File: config.mk
export PLATFORM = sky130hd
export DESIGN_NAME = status_flag_unit_flat
export DESIGN_NICKNAME = d
export VERILOG_FILES = /design/src/rtl/status_flag_unit_if.sv /design/src/rtl/status_flag_unit.sv /design/src/flat_wrapper.sv
export SDC_FILE = /design/constraint.sdc
export NUM_CORES = 1
export LEC_CHECK = 0
export BUFFER_PORTS_ARGS = -buffer_cell sky130_fd_sc_hd__buf_4
export CORE_ASPECT_RATIO = 0.5
export CORE_UTILIZATION = 45
export DETAILED_ROUTE_END_ITERATION = 16
export PLACE_DENSITY = 0.79
export RECOVER_POWER = 25
export SETUP_SLACK_MARGIN = 0.1
export SYNTH_ARGS = -nofsm -noshare
export SYNTH_HDL_FRONTEND = slang
export SYNTH_SLANG_ARGS = --single-unit
File: constraint.sdc
create_clock -name clk -period 1.4 [get_ports clk]
set_clock_uncertainty 0.15 [all_clocks]
set_input_delay 0.14 -clock clk [delete_from_list [all_inputs] [get_ports clk]]
set_output_delay 0.14 -clock clk [all_outputs]
set_load 0.005 [all_outputs]
File: src/rtl/status_flag_unit_if.sv
// Flag-unit bus: ALU execute-stage info, direct flag load and flush in,
// architectural N/Z/C/V and busy out. Master drives the execute side.
interface status_flag_unit_if #(
  parameter int unsigned WIDTH = 32
);
  logic             alu_valid;
  logic             s_bit;
  logic [1:0]       op_class;
  logic [WIDTH-1:0] a;
  logic [WIDTH-1:0] b;
  logic [WIDTH-1:0] result;
  logic             shifter_carry;
  logic             load_en;
  logic [3:0]       load_flags;
  logic             flush;
  logic             N;
  logic             Z;
  logic             C;
  logic             V;
  logic             flags_busy;

  modport master (
    output alu_valid, s_bit, op_class, a, b, result, shifter_carry,
    output load_en, load_flags, flush,
    input  N, Z, C, V, flags_busy
  );

  modport slave (
    input  alu_valid, s_bit, op_class, a, b, result, shifter_carry,
    input  load_en, load_flags, flush,
    output N, Z, C, V, flags_busy
  );
endinterface

File: src/rtl/status_flag_unit.sv
// Status flag unit: derives N/Z/C/V candidates from the ALU, holds them in a
// one-entry pending stage and commits them into the architectural flags one
// edge later. Supports direct flag load and flush.
// Optional macro FLAG_BYPASS_EN: forward pending flags onto the outputs and
// tie flags_busy low.
module status_flag_unit #(
  parameter int unsigned WIDTH = 32
) (
  input logic               clk,
  input logic               reset,
  status_flag_unit_if.slave bus
);

  localparam logic [1:0] OpLogic = 2'b00;
  localparam logic [1:0] OpAdd   = 2'b01;
  localparam logic [1:0] OpSub   = 2'b10;
  localparam logic [1:0] OpShift = 2'b11;

  // Flag vectors are ordered {N, Z, C, V}.
  logic       pend_valid_q, pend_valid_d;
  logic [3:0] pend_flags_q, pend_flags_d;
  logic [3:0] pend_mask_q,  pend_mask_d;
  logic [3:0] flags_q,      flags_d;

  logic [3:0] cand_flags;
  logic [3:0] cand_mask;
  logic       capture;
  logic [3:0] committed;

  // Candidate flags and write mask decoded from the ALU op class.
  always_comb begin
    cand_flags    = '0;
    cand_mask     = '0;
    cand_flags[3] = bus.result[WIDTH-1];
    cand_flags[2] = (bus.result == '0);
    unique case (bus.op_class)
      OpLogic: begin
        cand_mask = 4'b1100;
      end
      OpAdd: begin
        cand_mask     = 4'b1111;
        // Carry out of an unsigned add shows up as a wrap-around.
        cand_flags[1] = ((bus.a + bus.b) < bus.a);
        cand_flags[0] = (bus.a[WIDTH-1] == bus.b[WIDTH-1]) &&
                        (bus.result[WIDTH-1] != bus.a[WIDTH-1]);
      end
      OpSub: begin
        cand_mask     = 4'b1111;
        // ARM-style carry: set when no borrow.
        cand_flags[1] = (bus.a >= bus.b);
        cand_flags[0] = (bus.a[WIDTH-1] != bus.b[WIDTH-1]) &&
                        (bus.result[WIDTH-1] != bus.a[WIDTH-1]);
      end
      OpShift: begin
        cand_mask     = 4'b1110;
        cand_flags[1] = bus.shifter_carry;
      end
      default: begin
        cand_mask = '0;
      end
    endcase
  end

  assign capture   = bus.alu_valid && bus.s_bit && !bus.load_en && !bus.flush;
  assign committed = (flags_q & ~pend_mask_q) | (pend_flags_q & pend_mask_q);

  // Next-state: flush beats load, load beats commit/capture.
  always_comb begin
    pend_valid_d = 1'b0;
    pend_flags_d = pend_flags_q;
    pend_mask_d  = pend_mask_q;
    flags_d      = flags_q;
    if (bus.flush) begin
      pend_valid_d = 1'b0;
    end else if (bus.load_en) begin
      // Load is younger than anything pending, so the pending entry dies.
      flags_d      = bus.load_flags;
      pend_valid_d = 1'b0;
    end else begin
      if (pend_valid_q) begin
        flags_d = committed;
      end
      if (capture) begin
        pend_valid_d = 1'b1;
        pend_flags_d = cand_flags;
        pend_mask_d  = cand_mask;
      end
    end
  end

  // Pending stage and architectural flag registers.
  always_ff @(posedge clk or posedge reset) begin
    if (reset) begin
      pend_valid_q <= 1'b0;
      pend_flags_q <= '0;
      pend_mask_q  <= '0;
      flags_q      <= '0;
    end else begin
      pend_valid_q <= pend_valid_d;
      pend_flags_q <= pend_flags_d;
      pend_mask_q  <= pend_mask_d;
      flags_q      <= flags_d;
    end
  end

`ifdef FLAG_BYPASS_EN
  // Forward the pending update so consumers see it one edge earlier.
  always_comb begin
    {bus.N, bus.Z, bus.C, bus.V} = pend_valid_q ? committed : flags_q;
    bus.flags_busy               = 1'b0;
  end
`else
  // Outputs show the architectural register; busy mirrors the pending stage.
  always_comb begin
    {bus.N, bus.Z, bus.C, bus.V} = flags_q;
    bus.flags_busy               = pend_valid_q;
  end
`endif

endmodule

File: src/flat_wrapper.sv
// flat-port wrapper written by rule: the top's interface ports become plain ports
module status_flag_unit_flat 
#(
  parameter int unsigned WIDTH = 32
)
  (clk, reset, bus_alu_valid, bus_s_bit, bus_op_class, bus_a, bus_b, bus_result, bus_shifter_carry, bus_load_en, bus_load_flags, bus_flush, bus_N, bus_Z, bus_C, bus_V, bus_flags_busy);
  status_flag_unit_if #(.WIDTH(WIDTH)) bus_i ();
  input logic clk;
  input logic reset;
  input wire logic [$bits(bus_i.alu_valid)-1:0] bus_alu_valid;
  input wire logic [$bits(bus_i.s_bit)-1:0] bus_s_bit;
  input wire logic [$bits(bus_i.op_class)-1:0] bus_op_class;
  input wire logic [$bits(bus_i.a)-1:0] bus_a;
  input wire logic [$bits(bus_i.b)-1:0] bus_b;
  input wire logic [$bits(bus_i.result)-1:0] bus_result;
  input wire logic [$bits(bus_i.shifter_carry)-1:0] bus_shifter_carry;
  input wire logic [$bits(bus_i.load_en)-1:0] bus_load_en;
  input wire logic [$bits(bus_i.load_flags)-1:0] bus_load_flags;
  input wire logic [$bits(bus_i.flush)-1:0] bus_flush;
  output wire logic [$bits(bus_i.N)-1:0] bus_N;
  output wire logic [$bits(bus_i.Z)-1:0] bus_Z;
  output wire logic [$bits(bus_i.C)-1:0] bus_C;
  output wire logic [$bits(bus_i.V)-1:0] bus_V;
  output wire logic [$bits(bus_i.flags_busy)-1:0] bus_flags_busy;
  assign bus_i.alu_valid = bus_alu_valid;
  assign bus_i.s_bit = bus_s_bit;
  assign bus_i.op_class = bus_op_class;
  assign bus_i.a = bus_a;
  assign bus_i.b = bus_b;
  assign bus_i.result = bus_result;
  assign bus_i.shifter_carry = bus_shifter_carry;
  assign bus_i.load_en = bus_load_en;
  assign bus_i.load_flags = bus_load_flags;
  assign bus_i.flush = bus_flush;
  assign bus_N = bus_i.N;
  assign bus_Z = bus_i.Z;
  assign bus_C = bus_i.C;
  assign bus_V = bus_i.V;
  assign bus_flags_busy = bus_i.flags_busy;
  status_flag_unit #(.WIDTH(WIDTH)) u_core (.clk(clk), .reset(reset), .bus(bus_i));
endmodule
==> qor.csv, run 1 <==
metric,value,unit
cts.path.max_buffers,2,
via_per_instance_ratio,5.45,
numCtsBuffers,3,
synthFlopType,sky130_fd_sc_hd__dfrtp_1,
grt_start_max_net_pins,13,
yosys_warnings,0,
initial_utilization,47.3,%
outcome,"finished, violations left",
clock_insertion_delay_worst_skew,0.24,ns
die-width,133,um
place.gp.congestion,0.921,
drive_gt1_share,41.8,%
min_from,bus_load_flags[1],
syn2layout_area_growth,66.8,%
post_synth_num_cell_types,64,
groute.usage.overall,29.0,%
final-setup-viol-count,4,
tritoncts_clock_tree,done,
slew_headroom,64.2,%
holdCritPathClass,in2reg,
cellLeakagePower,3.39,nW
final.setup.tns,-2.52,ns
syn_nets,718,
fmax,264,MHz
num_vias,4881,
combinationalPowerShare,72.8,%
ioPinCount,114,
least_margin_pin_slew,0.523,ns
final_min_period_over_clock_period,271,%
worst-path-max-fanout,3,
hold-worst-slack,0.0208,ns
clock_sink_count,12,
timing.max_cap.violations,0,
synth.yosys.seq_area_share,7.80,%
worst_r2r_startpoint,u_core.pend_flags_q[1],
async_s_r_ff_share_synth,100,%
critical_path.startpoint,bus_a[2],
insertedDiodeCount,0,
fp.coreArea,8140,um2
pwr_density_cell,584,nW/um2
clock-root-buffer,sky130_fd_sc_hd__clkbuf_16,
worstSetupPathType,in2reg,
htree_levels,1,
post-route-min-period,3.79,ns
worst_slack,-2.39,ns
pwr-share-clk,15.4,%
rsz0062_at_grt,true,
critPathLaunchType,input pin,
worst_ep_required,1.42,ns
synthCells,510,
wirelength,13.5,mm
vdd.ir_drop.worst,0.518,mV
post_synth_instance_area,3850,um2
remaining_drc_errors,0,
yosys_register_bits,12,
drt_iter0_drc,293,
drtPass1Iterations,5,
final_antenna_net_count,0,
netSwitchingPower,1.46,mW
worst_setup_slack_post_dpl,-2.68,ns
rows,23,
power_report.internal_total,2.29,mW
die_h,67.4,um
power.share.switching,38.9,%
grt-ovfl-total,0,
synth_enable_flop_cells,0,
critPathCaptureType,register,
mostFrequentLayoutCell,sky130_fd_sc_hd__buf_4,
p_seq_share,11.9,%
number_of_global_route_vias_before_repair,4829,
grt_antenna_before_repair,0,
worst_ep_arrival_time,3.82,ns
post_synth.cell_area_avg,7.55,um2
wl_per_cell,15.1,um
floorplan.die_area,8950,um2
clk_pin_slew_worst_paths,0.04,ns
report.final.hold_viol_count,0,
violated_checks,negative setup slack,
port-buffer-count,113,
final_max_slew_viol_count,0,
design.final.nets,992,
final_cell_mix,"sky130_fd_sc_hd__buf_4 (265), sky130_fd_sc_hd__ha_1 (90), sky130_fd_sc_hd__inv_1 (79)",
grt_first_pass_wirelength,21.2,mm
place.detailed.hpwl,10.4,mm
worst max-delay path, cell delays in order:
cell,delay [ns]
sky130_fd_sc_hd__buf_8,0.11
sky130_fd_sc_hd__ha_4,0.15
sky130_fd_sc_hd__or2_1,0.22
sky130_fd_sc_hd__o211ai_1,0.25
sky130_fd_sc_hd__nand3_1,0.19
sky130_fd_sc_hd__a221o_1,0.43
sky130_fd_sc_hd__o211ai_4,0.26
sky130_fd_sc_hd__nand3b_4,0.13
sky130_fd_sc_hd__a211oi_4,0.28
sky130_fd_sc_hd__nand2_1,0.12
sky130_fd_sc_hd__o311ai_2,0.10
sky130_fd_sc_hd__ha_1,0.29
sky130_fd_sc_hd__a21oi_1,0.14
sky130_fd_sc_hd__nor2b_1,0.06
sky130_fd_sc_hd__o21ai_1,0.11
sky130_fd_sc_hd__nand4b_1,0.20
sky130_fd_sc_hd__nor2b_4,0.20
sky130_fd_sc_hd__o2111ai_2,0.15
sky130_fd_sc_hd__a21oi_2,0.17
sky130_fd_sc_hd__a311o_1,0.12
cell families after synthesis:
group / count (synthesis) / share of synthesized area, %
flops: 12 / 7.80
simple gates: 128 / 17.6
xor+xnor: 31 / 7.05
fa+ha+maj: 99 / 32.4
mux: 3 / 0.877
compound gates: 142 / 24.9
buf+inv: 95 / 9.36
worst paths after layout:
check	slack, ns	to	cells past startpoint
max in group asynchronous	0.42	u_core.pend_flags_q[2]	3
min reg2reg	0.35	register	2
max	-2.39	u_core.pend_flags_q[1]	20
min in group asynchronous	0.35	u_core.bus.flags_busy	3
max reg2reg	-0.26	u_core.pend_flags_q[1]	7
min	0.02	register	3
Yosys cell counts (all sizes together), types with 2 or more instances:
cell type,n,share of area [%]
nand3b,2,0.49
inv,84,8.2
a22oi,2,0.39
o21ai,24,3.1
nand3,2,0.26
o21a,5,0.98
nor3,14,1.8
a211o,2,0.46
nor4,14,2.3
ha,98,32
o31ai,3,0.71
o2111ai,2,0.46
nand2,9,0.88
a21oi,47,6.1
a31oi,5,0.81
nor2b,11,1.9
o211ai,3,0.71
a211oi,4,0.91
dfrtp,12,7.8
a21o,13,2.5
nand2b,9,1.5
or2,4,0.65
o21bai,15,3.0
clkbuf,10,0.98
nor2,41,4.0
a221oi,3,1.3
xnor2,23,5.2
mux2,3,0.88
o311ai,2,0.46
nand4,13,2.1
and4,2,0.46
and3,2,0.32
xor2,8,1.8
a2111oi,3,0.84
repair_timing:
item / 4_1_cts / 5_1_grt
endpoints found under the hold margin: 13 / 0
buffers inserted: 13 / 2
pin swaps: 24 / 15
hold buffers: 2 / 0
resized for setup: 37 / 18
endpoints found under the setup margin: 2 / 3
per-stage QoR:
step	util (%)	cell area, um2	instances	power, mW
2_1_floorplan	-	3860	510	1.69
3_3_place_gp	72.8	5930	874	2.73
3_5_place_dp	72.8	5930	874	2.82
4_1_cts	77.7	6330	893	3.59
5_1_grt	78.8	6420	895	4.03
6_report	78.8	6420	895	3.75
power groups by stage:
stage	sequential [mW]	clock [mW]	combinational [mW]
after floorplan	0.440	0	1.25
after global placement	0.446	0	2.29
after detailed placement	0.448	0	2.38
after CTS	0.444	0.584	2.57
after global routing	0.454	0.609	2.97
final	0.445	0.577	2.73
metal layers:
layer | GRT usage (%) | up-vias | wire [um]
li1 | - | 2352 | -
met1 | 33.2 | 2207 | 5380
met2 | 56.5 | 264 | 6690
met3 | 4.20 | 58 | 1080
met4 | 9.77 | 0 | 400
met5 | 0 | - | 0
layout make-up:
| type | count | area [um2] |
|---|---|---|
| fillers | 501 | 1720 |
| well taps | 112 | 140 |
| flip-flops and latches | 12 | 300 |
| repair buffers | 280 | 2130 |
| inverters | 84 | 318 |
| clock buffers | 4 | 88.8 |
| multi-input cells | 403 | 3440 |
Power figures use the tool's default switching activity.
==> run 2: changes to the inputs <==
--- a/config.mk
+++ b/config.mk
@@ -9,7 +9,7 @@
 export CORE_ASPECT_RATIO = 0.5
 export CORE_UTILIZATION = 45
 export DETAILED_ROUTE_END_ITERATION = 16
-export PLACE_DENSITY = 0.79
+export PLACE_DENSITY = 0.71
 export RECOVER_POWER = 25
 export SETUP_SLACK_MARGIN = 0.1
 export SYNTH_ARGS = -nofsm -noshare
==> run 2 against run 1 <==
  * The flow still finishes with violations (negative setup slack)
  * Largest power group unchanged
  * Non-clock buffer count decreased by 1
  * Combinational power about the same
  * Largest cell class unchanged
  * Clock power increased by 1%
  * Sequential share of layout area about the same
==> qor.csv, run 2 (synthesis gave the netlist of run 1 again) <==
metric,value,unit,change
final_max_slew_viol_count,0,,unchanged
drt_iter0_drc,175,,-40%
critPathCaptureType,register,,
pwr_density_cell,578,nW/um2,-1.2%
tritoncts_clock_tree,done,,
outcome,"finished, violations left",,
final_min_period_over_clock_period,258,%,-13 points
grt-ovfl-total,0,,unchanged
holdCritPathClass,in2reg,,
ioPinCount,114,,unchanged
worst_ep_arrival_time,3.64,ns,-0.18 ns
place.detailed.hpwl,9.88,mm,-5.2%
grt_use_met2,52.4,%,-4.1 points
clock_insertion_delay_worst_skew,0.24,ns,about the same
critical_path_max_stage_delay,0.34,ns,-0.09 ns
netSwitchingPower,1.43,mW,-1.8%
place.gp.congestion,0.882,,-4.2%
cts.path.max_buffers,2,,unchanged
design.final.nets,991,,-0.10%
pwr-share-clk,15.6,%,+0.2 points
critPathLaunchType,input pin,,
num_vias,4652,,-4.7%
grt_first_pass_wirelength,19.7,mm,-7.4%
mostFrequentLayoutCell,sky130_fd_sc_hd__buf_4,,
final_antenna_net_count,0,,unchanged
numCtsBuffers,3,,unchanged
cellLeakagePower,3.38,nW,-0.42%
wirelength,12.4,mm,-8.2%
clock_sink_count,12,,unchanged
combinationalPowerShare,72.4,%,-0.4 points
grt_use_met1,33.5,%,+0.25 points
violated_checks,negative setup slack,,
busiest_layer,met2,,
crit_path_cell_trace,"buf_6, ha_4, fa_2, nor2b_4, o21ai_2, a211o_1, a2111oi_4, nand2b_4, buf_4, a21oi_1, o21bai_1, xnor2_1, ha_1, a21o_1, a21o_1, a21oi_2, nor2_1, a211oi_1, buf_4, o2111ai_2, a21oi_2, a311o_1",,
number_of_global_route_vias_before_repair,4399,,-8.9%
post-route-min-period,3.61,ns,-0.178 ns
drive_gt1_share,43.0,%,+1.2 points
port-buffer-count,113,,unchanged
initial_utilization,47.3,%,unchanged
p_seq_share,11.9,%,about the same
insertedDiodeCount,0,,unchanged
groute.usage.overall,26.8,%,-2.2 points
htree_levels,1,,unchanged
grt_antenna_before_repair,0,,unchanged
crit_slowest_cell,sky130_fd_sc_hd__a211o_1,,
timing.max_cap.violations,0,,unchanged
least_margin_pin_slew,0.463,ns,-0.0598 ns
layoutNonFillerInstCount,894,,-0.11%
gr-usage-met3,2.25,%,-2.0 points
syn2layout_area_growth,67.9,%,
clk_pin_slew_worst_paths,0.05,ns,about the same
die_h,67.4,um,unchanged
power.share.switching,38.4,%,-0.53 points
worst_ep_required,1.43,ns,about the same
slew_headroom,68.3,%,+4.1 points
final_cell_mix,"sky130_fd_sc_hd__buf_4 (266), sky130_fd_sc_hd__ha_1 (86), sky130_fd_sc_hd__inv_1 (78)",,
fmax,277,MHz,+4.9%
rows,23,,unchanged
post-place-cells,868,,-0.69%
via_per_instance_ratio,5.20,,-4.6%
worst_setup_slack_post_dpl,-2.72,ns,-0.0435 ns
power_report.internal_total,2.30,mW,+0.38%
report.final.hold_viol_count,0,,unchanged
remaining_drc_errors,0,,unchanged
worst_slack,-2.21,ns,+0.178 ns
floorplan.die_area,8950,um2,unchanged
rsz0062_at_grt,true,,
final-setup-viol-count,1,,-3
fp.coreArea,8140,um2,unchanged
wl_per_cell,13.9,um,-8.1%
clock-root-buffer,sky130_fd_sc_hd__clkbuf_16,,
worstSetupPathType,in2reg,,
worst-path-max-fanout,3,,unchanged
die-width,133,um,unchanged
drtPass1Iterations,5,,unchanged
grt_start_max_net_pins,13,,unchanged
vdd.ir_drop.worst,0.413,mV,-20%
==> run 2: cell types whose count changed in the layout (fill, tap and decap cells not counted), sizes merged <==
cell	before	now
buf	272	270
clkbuf	10	11
==> run 2: worst paths after layout <==
| path | cells after the start | endpoint | slack [ns] | startpoint |
|---|---|---|---|---|
| worst max-delay path | 22 | u_core.pend_flags_q[1] | -2.21 | bus_a[0] |
| worst max register to register | 6 | u_core.pend_flags_q[1] | -0.30 | u_core.pend_flags_q[1] |
| worst min register to register | 2 | register | 0.34 | register |
| min in group asynchronous | 3 | u_core.pend_flags_q[0] | 0.34 | reset |
| max in group asynchronous | 3 | u_core.pend_flags_q[2] | 0.43 | reset |
| worst min-delay path | 3 | register | 0.007 | bus_load_flags[1] |
==> run 2: power by group through the flow <==
stage | combinational (mW) | clock, mW | sequential (mW)
finish | 2.70 | 0.584 | 0.446
global route | 2.95 | 0.603 | 0.449
CTS | 2.56 | 0.586 | 0.443
detailed placement | 2.35 | 0 | 0.446
global placement | 2.28 | 0 | 0.447
floorplan | 1.25 | 0 | 0.440
==> run 2: worst max-delay path, delay by kind of cell <==
kind,cells,cell delay [ns]
simple gates,3,0.43
fa+ha+maj,3,0.52
compound gates,12,2.11
buf+inv,3,0.33
xor+xnor,1,0.10
==> run 2: stage by stage <==
step	cell area (um2)	hold slack, ns	power, mW	util [%]	TNS, ns
after floorplan	3860	-0.145	1.69	-	-2.06
final	6460	0.00716	3.73	79.4	-2.21
after global placement	5880	0.0387	2.73	72.2	-2.62
after detailed placement	5880	0.0312	2.79	72.2	-2.72
after CTS	6320	0.00683	3.59	77.7	-2.24
after global routing	6460	0.0124	4.00	79.4	-2.54
==> run 2: area by class of cell <==
type	count	area, um2
Clock buffer	4	88.8
Fill cell	561	1680
Inverter	84	320
Multi-Input combinational cell	403	3510
Sequential cell	12	300
Tap cell	112	140
Timing Repair Buffer	279	2110
==> run 2: repair_timing <==
action	4_1_cts	5_1_grt
hold buffers	2	0
hold endpoints to repair	13	0
endpoints found under the setup margin	3	3
resized for setup	39	25
buffers inserted	18	2
pin swaps	26	24
==> run 2: layer usage <==
layer | up-vias | routed length (um)
met5 | - | 0
met3 | 8 | 605
met4 | 0 | 95
met1 | 2159 | 5620
met2 | 139 | 6110
li1 | 2346 | -
